`src/rtl/alu_pkg.sv`:
```
// Shared opcodes, FSM state encoding and iterative-unit modes for multicycle_alu.
// The multiplier is only built when MULTICYCLE_ALU_MUL_EN is defined.
package alu_pkg;

    localparam int ALU_WIDTH_DEF = 32;

    localparam logic [31:0] OP_ADD = 32'd1;
    localparam logic [31:0] OP_SUB = 32'd2;
    localparam logic [31:0] OP_AND = 32'd3;
    localparam logic [31:0] OP_OR  = 32'd4;
    localparam logic [31:0] OP_XOR = 32'd5;
    localparam logic [31:0] OP_SGE = 32'd6;
    localparam logic [31:0] OP_SLT = 32'd7;
    localparam logic [31:0] OP_SEQ = 32'd10;
    localparam logic [31:0] OP_SLI = 32'd17;
    localparam logic [31:0] OP_SRI = 32'd18;
    localparam logic [31:0] OP_MUL = 32'd24;

    typedef enum logic [1:0] {
        IDLE  = 2'd0,
        SHIFT = 2'd1,
        MUL   = 2'd2,
        DONE  = 2'd3
    } alu_state_e;

    typedef enum logic [1:0] {
        ITER_SLL = 2'd0,
        ITER_SRL = 2'd1,
        ITER_MUL = 2'd2
    } iter_mode_e;

endpackage

```
`src/rtl/alu_iter_unit.sv`:
```
// One-bit-per-cycle shifter and shift-add multiplier with its down-counter.
// The multiplier part exists only when MULTICYCLE_ALU_MUL_EN is defined.
module alu_iter_unit
    import alu_pkg::*;
#(
    parameter int WIDTH = ALU_WIDTH_DEF,
    parameter int CW    = $clog2(WIDTH) + 1
) (
    input  logic             clk,
    input  logic             rst_n,
    input  logic             start,
    input  iter_mode_e       mode,
    input  logic [WIDTH-1:0] a,
    input  logic [CW-1:0]    amount,
`ifdef MULTICYCLE_ALU_MUL_EN
    input  logic [WIDTH-1:0] b,
`endif
    output logic             last,
    output logic [WIDTH-1:0] result_next
);

    logic [WIDTH-1:0] data_q, data_d;
    logic [CW-1:0]    cnt_q, cnt_d;
    iter_mode_e       mode_q, mode_d;
    logic [WIDTH-1:0] step;
`ifdef MULTICYCLE_ALU_MUL_EN
    logic [WIDTH-1:0] acc_q, acc_d;
    logic [WIDTH-1:0] mplier_q, mplier_d;
`endif

    // result_next is the value the datapath holds after the current step,
    // so the top can capture the final answer on the counter's last edge.
    always_comb begin
        data_d      = data_q;
        cnt_d       = cnt_q;
        mode_d      = mode_q;
        step        = data_q;
        result_next = data_q;
`ifdef MULTICYCLE_ALU_MUL_EN
        acc_d       = acc_q;
        mplier_d    = mplier_q;
`endif
        case (mode_q)
            ITER_SLL: begin
                step        = data_q << 1;
                result_next = step;
            end
            ITER_SRL: begin
                step        = data_q >> 1;
                result_next = step;
            end
`ifdef MULTICYCLE_ALU_MUL_EN
            ITER_MUL: begin
                step        = data_q << 1;
                result_next = acc_q + (mplier_q[0] ? data_q : '0);
            end
`endif
            default: begin
                step        = data_q;
                result_next = data_q;
            end
        endcase

        if (start) begin
            data_d = a;
            mode_d = mode;
            cnt_d  = amount;
`ifdef MULTICYCLE_ALU_MUL_EN
            acc_d    = '0;
            mplier_d = b;
            if (mode == ITER_MUL) begin
                cnt_d = CW'(WIDTH);
            end
`endif
        end else if (cnt_q != '0) begin
            data_d = step;
            cnt_d  = cnt_q - CW'(1);
`ifdef MULTICYCLE_ALU_MUL_EN
            acc_d    = result_next;
            mplier_d = mplier_q >> 1;
`endif
        end
    end

    assign last = (cnt_q == CW'(1));

    always_ff @(posedge clk) begin
        if (!rst_n) begin
            data_q   <= '0;
            cnt_q    <= '0;
            mode_q   <= ITER_SLL;
`ifdef MULTICYCLE_ALU_MUL_EN
            acc_q    <= '0;
            mplier_q <= '0;
`endif
        end else begin
            data_q   <= data_d;
            cnt_q    <= cnt_d;
            mode_q   <= mode_d;
`ifdef MULTICYCLE_ALU_MUL_EN
            acc_q    <= acc_d;
            mplier_q <= mplier_d;
`endif
        end
    end

endmodule

```
`src/rtl/multicycle_alu.sv`:
```
// Handshaked ALU: single-cycle ops, iterative shifts and optional shift-add MUL.
// MUL (opcode 24) is implemented only when MULTICYCLE_ALU_MUL_EN is defined.
module multicycle_alu
    import alu_pkg::*;
#(
    parameter int WIDTH = ALU_WIDTH_DEF,
    parameter int OPW   = 6
) (
    input  logic             clk,
    input  logic             rst_n,
    input  logic             in_valid,
    output logic             in_ready,
    input  logic [OPW-1:0]   opcode,
    input  logic [WIDTH-1:0] reg_rs1,
    input  logic [WIDTH-1:0] reg_rs2,
    output logic             out_valid,
    input  logic             out_ready,
    output logic [WIDTH-1:0] alu_out,
    output logic             op_err
);

    localparam int SHW = $clog2(WIDTH);
    localparam int CW  = SHW + 1;

    alu_state_e       state_q, state_d;
    logic [WIDTH-1:0] alu_out_q, alu_out_d;
    logic             op_err_q, op_err_d;
    logic             out_valid_q, out_valid_d;

    logic [31:0]      op_ext;
    logic [SHW-1:0]   shamt;
    logic             is_shift;
    logic [WIDTH-1:0] sc_res;
    logic             sc_err;

    logic             iter_start;
    iter_mode_e       iter_mode;
    logic             iter_last;
    logic [WIDTH-1:0] iter_result_next;

    assign op_ext   = 32'(opcode);
    assign shamt    = reg_rs2[SHW-1:0];
    assign is_shift = (op_ext == OP_SLI) || (op_ext == OP_SRI);

    // Single-cycle result; a zero-amount shift passes rs1 straight through.
    always_comb begin
        sc_res = '0;
        sc_err = 1'b0;
        case (op_ext)
            OP_ADD: sc_res = reg_rs1 + reg_rs2;
            OP_SUB: sc_res = reg_rs1 - reg_rs2;
            OP_AND: sc_res = reg_rs1 & reg_rs2;
            OP_OR:  sc_res = reg_rs1 | reg_rs2;
            OP_XOR: sc_res = reg_rs1 ^ reg_rs2;
            OP_SGE: sc_res = WIDTH'($signed(reg_rs1) >= $signed(reg_rs2));
            OP_SLT: sc_res = WIDTH'($signed(reg_rs1) < $signed(reg_rs2));
            OP_SEQ: sc_res = WIDTH'(reg_rs1 == reg_rs2);
            OP_SLI: sc_res = reg_rs1;
            OP_SRI: sc_res = reg_rs1;
`ifdef MULTICYCLE_ALU_MUL_EN
            OP_MUL: sc_res = '0;
`endif
            default: sc_err = 1'b1;
        endcase
    end

    always_comb begin
        state_d     = state_q;
        alu_out_d   = alu_out_q;
        op_err_d    = op_err_q;
        out_valid_d = out_valid_q;
        iter_start  = 1'b0;
        iter_mode   = (op_ext == OP_SRI) ? ITER_SRL : ITER_SLL;
        case (state_q)
            IDLE: begin
                if (in_valid) begin
                    if (is_shift && (shamt != '0)) begin
                        iter_start = 1'b1;
                        state_d    = SHIFT;
`ifdef MULTICYCLE_ALU_MUL_EN
                    end else if (op_ext == OP_MUL) begin
                        iter_start = 1'b1;
                        iter_mode  = ITER_MUL;
                        state_d    = MUL;
`endif
                    end else begin
                        alu_out_d   = sc_res;
                        op_err_d    = sc_err;
                        out_valid_d = 1'b1;
                        state_d     = DONE;
                    end
                end
            end
            SHIFT: begin
                if (iter_last) begin
                    alu_out_d   = iter_result_next;
                    op_err_d    = 1'b0;
                    out_valid_d = 1'b1;
                    state_d     = DONE;
                end
            end
`ifdef MULTICYCLE_ALU_MUL_EN
            MUL: begin
                if (iter_last) begin
                    alu_out_d   = iter_result_next;
                    op_err_d    = 1'b0;
                    out_valid_d = 1'b1;
                    state_d     = DONE;
                end
            end
`endif
            DONE: begin
                if (out_ready) begin
                    out_valid_d = 1'b0;
                    state_d     = IDLE;
                end
            end
            default: state_d = IDLE;
        endcase
    end

    always_ff @(posedge clk) begin
        if (!rst_n) begin
            state_q     <= IDLE;
            alu_out_q   <= '0;
            op_err_q    <= 1'b0;
            out_valid_q <= 1'b0;
        end else begin
            state_q     <= state_d;
            alu_out_q   <= alu_out_d;
            op_err_q    <= op_err_d;
            out_valid_q <= out_valid_d;
        end
    end

    assign in_ready  = (state_q == IDLE);
    assign alu_out   = alu_out_q;
    assign op_err    = op_err_q;
    assign out_valid = out_valid_q;

    alu_iter_unit #(
        .WIDTH (WIDTH),
        .CW    (CW)
    ) u_iter (
        .clk         (clk),
        .rst_n       (rst_n),
        .start       (iter_start),
        .mode        (iter_mode),
        .a           (reg_rs1),
        .amount      ({1'b0, shamt}),
`ifdef MULTICYCLE_ALU_MUL_EN
        .b           (reg_rs2),
`endif
        .last        (iter_last),
        .result_next (iter_result_next)
    );

endmodule

```
`config.mk`:
```
export PLATFORM = sky130hd
export DESIGN_NAME = multicycle_alu
export DESIGN_NICKNAME = d
export VERILOG_FILES = /design/src/rtl/alu_pkg.sv /design/src/rtl/alu_iter_unit.sv /design/src/rtl/multicycle_alu.sv
export SDC_FILE = /design/constraint.sdc
export NUM_CORES = 1
export LEC_CHECK = 0
export ABC_AREA = 1
export CAP_MARGIN = 5
export CORE_UTILIZATION = 63
export DETAILED_ROUTE_END_ITERATION = 6
export GPL_TIMING_DRIVEN = 0
export PLACE_DENSITY = 0.88
export SLEW_MARGIN = 5
export SYNTH_ARGS = -nofsm -noshare
export SYNTH_HDL_FRONTEND = slang
export SYNTH_SLANG_ARGS = --single-unit
```
`constraint.sdc`:
```
create_clock -name clk -period 5.8 [get_ports clk]
set_clock_uncertainty 0.05 [all_clocks]
set_input_delay 0.58 -clock clk [delete_from_list [all_inputs] [get_ports clk]]
set_output_delay 0.58 -clock clk [all_outputs]
set_load 0.01 [all_outputs]
```
After elaboration in Yosys (flattened, before gate mapping)
Index checks and enable logic that the tools add are counted.

Bits in registers: 76. Bits of input ports: 74. Output and inout port bits: 35. Logic and storage cells: 80.

Add/sub/neg operators: 3. Magnitude comparators: 2. Equality and inequality tests: 19. Multiplexer cells: 29. Bitwise operators: 4. Reductions and logical operators: 15.

Operator list (number): one-hot mux 32 bit (9 select lines) (1); two-way mux 32 bit (5); one-hot mux 32 bit (2 select lines) (2); adder 32 bit (1); bitwise AND 32 bit (1); equality test 32 bit (1); greater-or-equal comparator 32 bit (1); less-than comparator 32 bit (1); bitwise OR 32 bit (1); subtractor 32 bit (1); XOR 32 bit (1); equality test 6 x 3 -> 1 bit (second input constant) (4); equality test 6 x 1 -> 1 bit (second input constant) (2); equality test 6 x 2 -> 1 bit (second input constant) (2); equality test 6 x 5 -> 1 bit (second input constant) (2); two-way mux 1 bit (12); two-way mux 5 bit (2); OR reduction 10 bit (1); two-way mux 2 bit (4); != test 2 bit (second input constant) (4); equality test 6 x 4 -> 1 bit (second input constant) (1); one-hot mux 2 bit (3 select lines) (1); nonzero test 6 bit (1); subtractor 6 x 1 -> 6 bit (second input constant) (1); 15 further kinds (19).

Longest topological paths before layout
Depth after elaboration: 7. Depth in mapped cells: 19. Gate-level depth less buffers: 19.

Cells and area by module
Synthesis repeated with hierarchy kept, for this count alone.

Cell total of the unflattened synthesis: 1866. Area, all modules: 10625.2 µm².

Modules (own cells, without submodules): multicycle_alu (times used 1, cells each 1362, area an instance 7653.6 µm², seq. area each 720.7 µm²); alu_iter_unit (times used 1, cells each 504, area an instance 2971.6 µm², seq. area each 800.8 µm²).

Worst setup path after synthesis
No wires, ideal clock.

Path type: input-to-reg. Start point: input reg_rs1[0]. End point: register alu_out_q[0], in the netlist alu_out[0]. Library setup time: 0.070 ns. Arrival: 2.218 ns. Data required time: 5.680 ns. Path slack: 3.462 ns. Cell stages on the path: 19. Buffers on the path: 0. Cell sequence: inv_1 -> ha_1 -> inv_1 -> fa_1 -> nand2_1 -> nand2_1 -> nand2_1 -> nand2_2 -> nand2_1 -> nand2_2 -> nand2_1 -> nand2_1 -> nand2_1 -> nand3_1 -> nand2_1 -> inv_1 -> nand2_1 -> nand2_1 -> a21oi_1.

Longest elaborated chain between the ends: 5. Elaborated cells between the ends (all ways): 12. Classes of those cells: add/sub: 2; order compare: 2; eq/ne: 1; mux: 4; bitwise: 3.

Ends and longest elaborated chain: start: declaration (line multicycle_alu.sv:14) `input logic [WIDTH-1:0] reg_rs1,`; subtractor 32 bit, or another cell as far along (line multicycle_alu.sv:51) `OP_SUB: sc_res = reg_rs1 - reg_rs2;`; one-hot mux 32 bit (9 select lines) (*) (line multicycle_alu.sv:49) `case (op_ext)`; two-way mux 32 bit (*) (line multicycle_alu.sv:77) `if (is_shift && (shamt != '0)) begin`; two-way mux 32 bit (*) (line multicycle_alu.sv:76) `if (in_valid) begin`; one-hot mux 32 bit (2 select lines) (*) (line multicycle_alu.sv:74) `case (state_q)`; end signal: assignment (line multicycle_alu.sv:130) `alu_out_q <= alu_out_d;`; end: declaration (line multicycle_alu.sv:26) `logic [WIDTH-1:0] alu_out_q, alu_out_d;`.

Every way passes the cells marked *; elsewhere a longest branch is shown, timed or not. The select of a mux whose other input is x is not followed. A chain may end at the register's enable or synchronous reset.

Worst setup path in the final report
Start point: input reg_rs2[2]. End point: register alu_out_q[23], in the netlist alu_out[23].

Longest elaborated chain between the ends: 5. Elaborated cells between the ends (all ways): 10. Classes of those cells: add/sub: 2; eq/ne: 1; mux: 4; reduce/logical: 3.

Ends and longest elaborated chain: start: declaration (line multicycle_alu.sv:15) `input logic [WIDTH-1:0] reg_rs2,`; subtractor 32 bit or adder 32 bit (tied branches) (line multicycle_alu.sv:51, multicycle_alu.sv:50); one-hot mux 32 bit (9 select lines) (line multicycle_alu.sv:49); two-way mux 32 bit (line multicycle_alu.sv:77); two-way mux 32 bit (line multicycle_alu.sv:76); one-hot mux 32 bit (2 select lines) (line multicycle_alu.sv:74).

Parallel ways exist; a longest one is shown, timed or not. The select of a mux whose other input is x is not followed.

==> key figures <==
Power
  – VDD IR max: about 0.25 mV
  – Pwr/cell area: around 240 nW/um^2
  – Tot Pwr: between 2 and 3 mW
  – LEAKAGE: 5.543 nW

Detailed routing
  – DR pass1 iterations: 7
  – Routed length per instance: 19.54 um
  – Antenna-violating nets left: 0
  – DRC Markers: 0
  – DRT Wirelength: 39.99 mm
  – 1st-iter DRT viols: 2144
  – DR vias: ~13k
  – DR vias/cell: approximately 6.3

Floorplan
  – Die area: 16110 sq um
  – Core Box Area: between 15000 and 20000 sq um
  – DIE WIDTH: 126.9 um
  – Num rows: between 40 and 50
  – Die H: roughly 130 um
  – Initial core utilization: around 65%
  – IO Count: between 100 and 150

Worst setup path
  – Crit end category: flop
  – Arrival @ worst endpoint: approximately 3.6 ns
  – Critical path required time: 6.01 ns
  – Worst Setup Path Type: input pin to flop
  – CP Launch Type: input pin
  – R2R cell count: 8
  – CP max FO: 9

Logic synthesis
  – Mapped Cells: about 1.7k
  – Average cell area after synthesis: between 5 and 6 sq um
  – Post-Syn Area: 9834 sq um
  – Post-synth ARST share: 0%
  – Distinct cells, synth: 48
  – EDFF count, synth: 0
  – Synth Flop Type: dfxtp_1
  – Post-synthesis net count: about 1.9k
  – Yosys reg bits: 75
  – Register area share after synthesis: between 15 and 20%
  – Synthesis Warnings: 0

Global routing
  – Largest net degree at the start of global routing: 13
  – Antenna violations before repair: 0
  – Vias in the first global route: ~12k
  – GRT Residual Overflow: 0
  – First-pass GRT wire length: 61.62 mm
  – GRT Overall Usage: 49.72%

STA
  – Highest Clock Rate: approximately 290 MHz
  – Max Slew Vio Count: 0
  – Fin. Hold Viols: 0
  – RSZ-0062 raised after global routing: no
  – Minimum clock period: ~3.4 ns
  – Final Setup Violations: 0
  – Post-route setup TNS: 0 ns
  – Worst slew margin: a little under 50%
  – Fin crit share: roughly three fifths
  – Slew @ Worst Pin: between 0.7 and 0.8 ns

Placement
  – Placed instance area: roughly 11000 sq um
  – DP HPWL: roughly 31 mm
  – Placed Cells: approximately 2.0k
  – Gpl congestion: 1.119
  – Port Buf Inserts: approximately 110

Clocking
  – Worst-Skew Late Latency: approximately 0.34 ns
  – Number of setup buffers added after CTS: 0
  – PostCTS Resize Cnt: 0
  – Htree depth: 3
  – Hold buffer count at CTS: 0
  – Clk buf depth: 2
  – Clk sinks: 75
  – Num CTS Buffers: 9
  – CTS tree: built
  – Clk root buf: clkbuf_16
  – Worst-path clk slew: 0.06 ns

Hold path
  – Hold/Removal Path Class: flop to flop
  – Hold path cells: 2

Cells and area
  – Nets: around 2k
  – Fin cells: around 2.0k
  – Area Overhead vs Synth: 16.77%
  – Antenna cells: 0
  – Final instance area: roughly 11000 sq um
  – Fin util: about 76%
  – Share of cells above drive strength 1: under 10%
  – Fillers: roughly 1.3k

Status
  – Status: finished clean

Job
  – Max Cap Violations: 0
## synthesized netlist by cell type (2+ instances only)
cell | instances | share of area, %
a31oi_1 | 5 | 0.32
fa_1 | 2 | 0.41
nor3_1 | 20 | 1.0
nand4_1 | 19 | 1.2
o21ai_0 | 167 | 8.5
a21oi_1 | 165 | 8.4
nor4_1 | 4 | 0.25
o21bai_1 | 12 | 0.92
buf_4 | 12 | 0.92
nand2_2 | 3 | 0.19
xnor2_1 | 5 | 0.45
a22oi_1 | 4 | 0.31
o21ai_1 | 6 | 0.31
nor2_2 | 4 | 0.25
ha_1 | 99 | 13
nor2_1 | 180 | 6.9
o22ai_1 | 21 | 1.3
a21oi_2 | 2 | 0.18
o21a_1 | 2 | 0.15
nor2_4 | 3 | 0.34
dfxtp_1 | 75 | 15
nand2_1 | 405 | 15
o2111ai_1 | 3 | 0.27
and2_1 | 3 | 0.19
clkbuf_2 | 3 | 0.15
a211oi_1 | 21 | 1.6
o211ai_1 | 2 | 0.15
xor2_1 | 4 | 0.36
o31ai_1 | 2 | 0.15
inv_1 | 245 | 9.4
buf_2 | 34 | 1.7
clkbuf_1 | 27 | 1.0
nand3_1 | 154 | 7.8
inv_2 | 9 | 0.34
## metrics by stage
stage | setup slack [ns] | hold slack (ns)
global route | 2.183 | 0.4315
CTS | 2.530 | 0.4156
global placement | 2.234 | 0.4002
floorplan | 3.462 | 0.4315
finish | 2.374 | 0.4172
detailed placement | 2.197 | 0.4047
## critical path, stage by stage
cell	delay, ns
clkdlybuf4s50_1	0.61
inv_1	0.12
ha_1	0.27
buf_2	0.18
nor2_1	0.31
nand2_1	0.10
nand3_1	0.23
nand3_1	0.11
nand2_1	0.14
nand2_1	0.13
nand2_1	0.18
nand2_1	0.09
nand3_1	0.08
nand3_1	0.08
nand3_1	0.18
nand2_1	0.09
a21oi_1	0.15
## where the power goes
group          internal (mW)  leakage (nW)  switching (mW)  total [mW]
clock                  0.431         0.169           0.217       0.647
sequential             0.614         0.613          0.0638       0.678
combinational          0.483          4.76           0.928        1.41
## state kept, by name, indices dropped and copies added (netlist names)
register	cells
alu_out	32
op_err	1
out_valid	1
state_q	2
u_iter.cnt_q	6
u_iter.data_q	32
u_iter.mode_q	1
## layer usage
layer	GRT usage (%)	vias to the layer above	share of wire, %
li1	-	5912	-
met1	61.31	5589	37
met2	75.66	1083	41
met3	11.22	272	13
met4	37.25	0	8.9
met5	0	-	0
## path summary, 6_finish.rpt
path / start / slack, ns / end
min: op_err / 0.42 / op_err
max: reg_rs2[2] / 2.37 / alu_out[23]
min reg2reg: op_err / 0.42 / op_err
max reg2reg: u_iter.cnt_q[0] / 3.32 / u_iter.data_q[30]
## placed cells by master, fill, tap and decap left out, drive strengths merged, types with 2 or more instances in the layout
master / Yosys / routed
nand2: 408 / 408
inv: 255 / 255
nor2: 187 / 187
o21ai: 173 / 173
a21oi: 167 / 167
nand3: 154 / 154
clkdlybuf4s50: 0 / 107
ha: 99 / 99
dfxtp: 75 / 75
buf: 47 / 47
clkbuf: 30 / 41
a211oi: 22 / 22
o22ai: 21 / 21
nor3: 21 / 21
nand4: 20 / 20
o21bai: 12 / 12
a31oi: 6 / 6
xnor2: 5 / 5
xor2: 4 / 4
nor4: 4 / 4
a22oi: 4 / 4
o2111ai: 3 / 3
and2: 3 / 3
bufinv: 0 / 3
clkinv: 1 / 3
o21a: 2 / 2
o211ai: 2 / 2
o31ai: 2 / 2
fa: 2 / 2
## final cells by class
| cell class | instances | area [sq um] | area share [%] |
|---|---|---|---|
| well taps | 188 | 235.2 | 2.048 |
| inverters | 256 | 963.4 | 8.390 |
| repair buffers | 107 | 1071 | 9.327 |
| plain buffers | 77 | 380.4 | 3.312 |
| multi-input cells | 1328 | 6989 | 60.86 |
| clock inverters | 5 | 100.1 | 0.8717 |
| flip-flops and latches | 75 | 1501 | 13.07 |
| clock buffers | 11 | 242.7 | 2.114 |
## cells by family (layout without fill, tap and decap cells)
logic type | after synthesis | after routing | synth area share (%)
AO/OA/AOI/OAI | 418 | 418 | 23.21
buffers and inverters | 333 | 456 | 13.66
AND/OR/NAND/NOR | 800 | 800 | 34.06
flip-flops | 75 | 75 | 15.27
adder cells (fa/ha/maj) | 101 | 101 | 13.00
XOR/XNOR | 9 | 9 | 0.8015
Note: power is estimated with default switching activity, not from simulation.
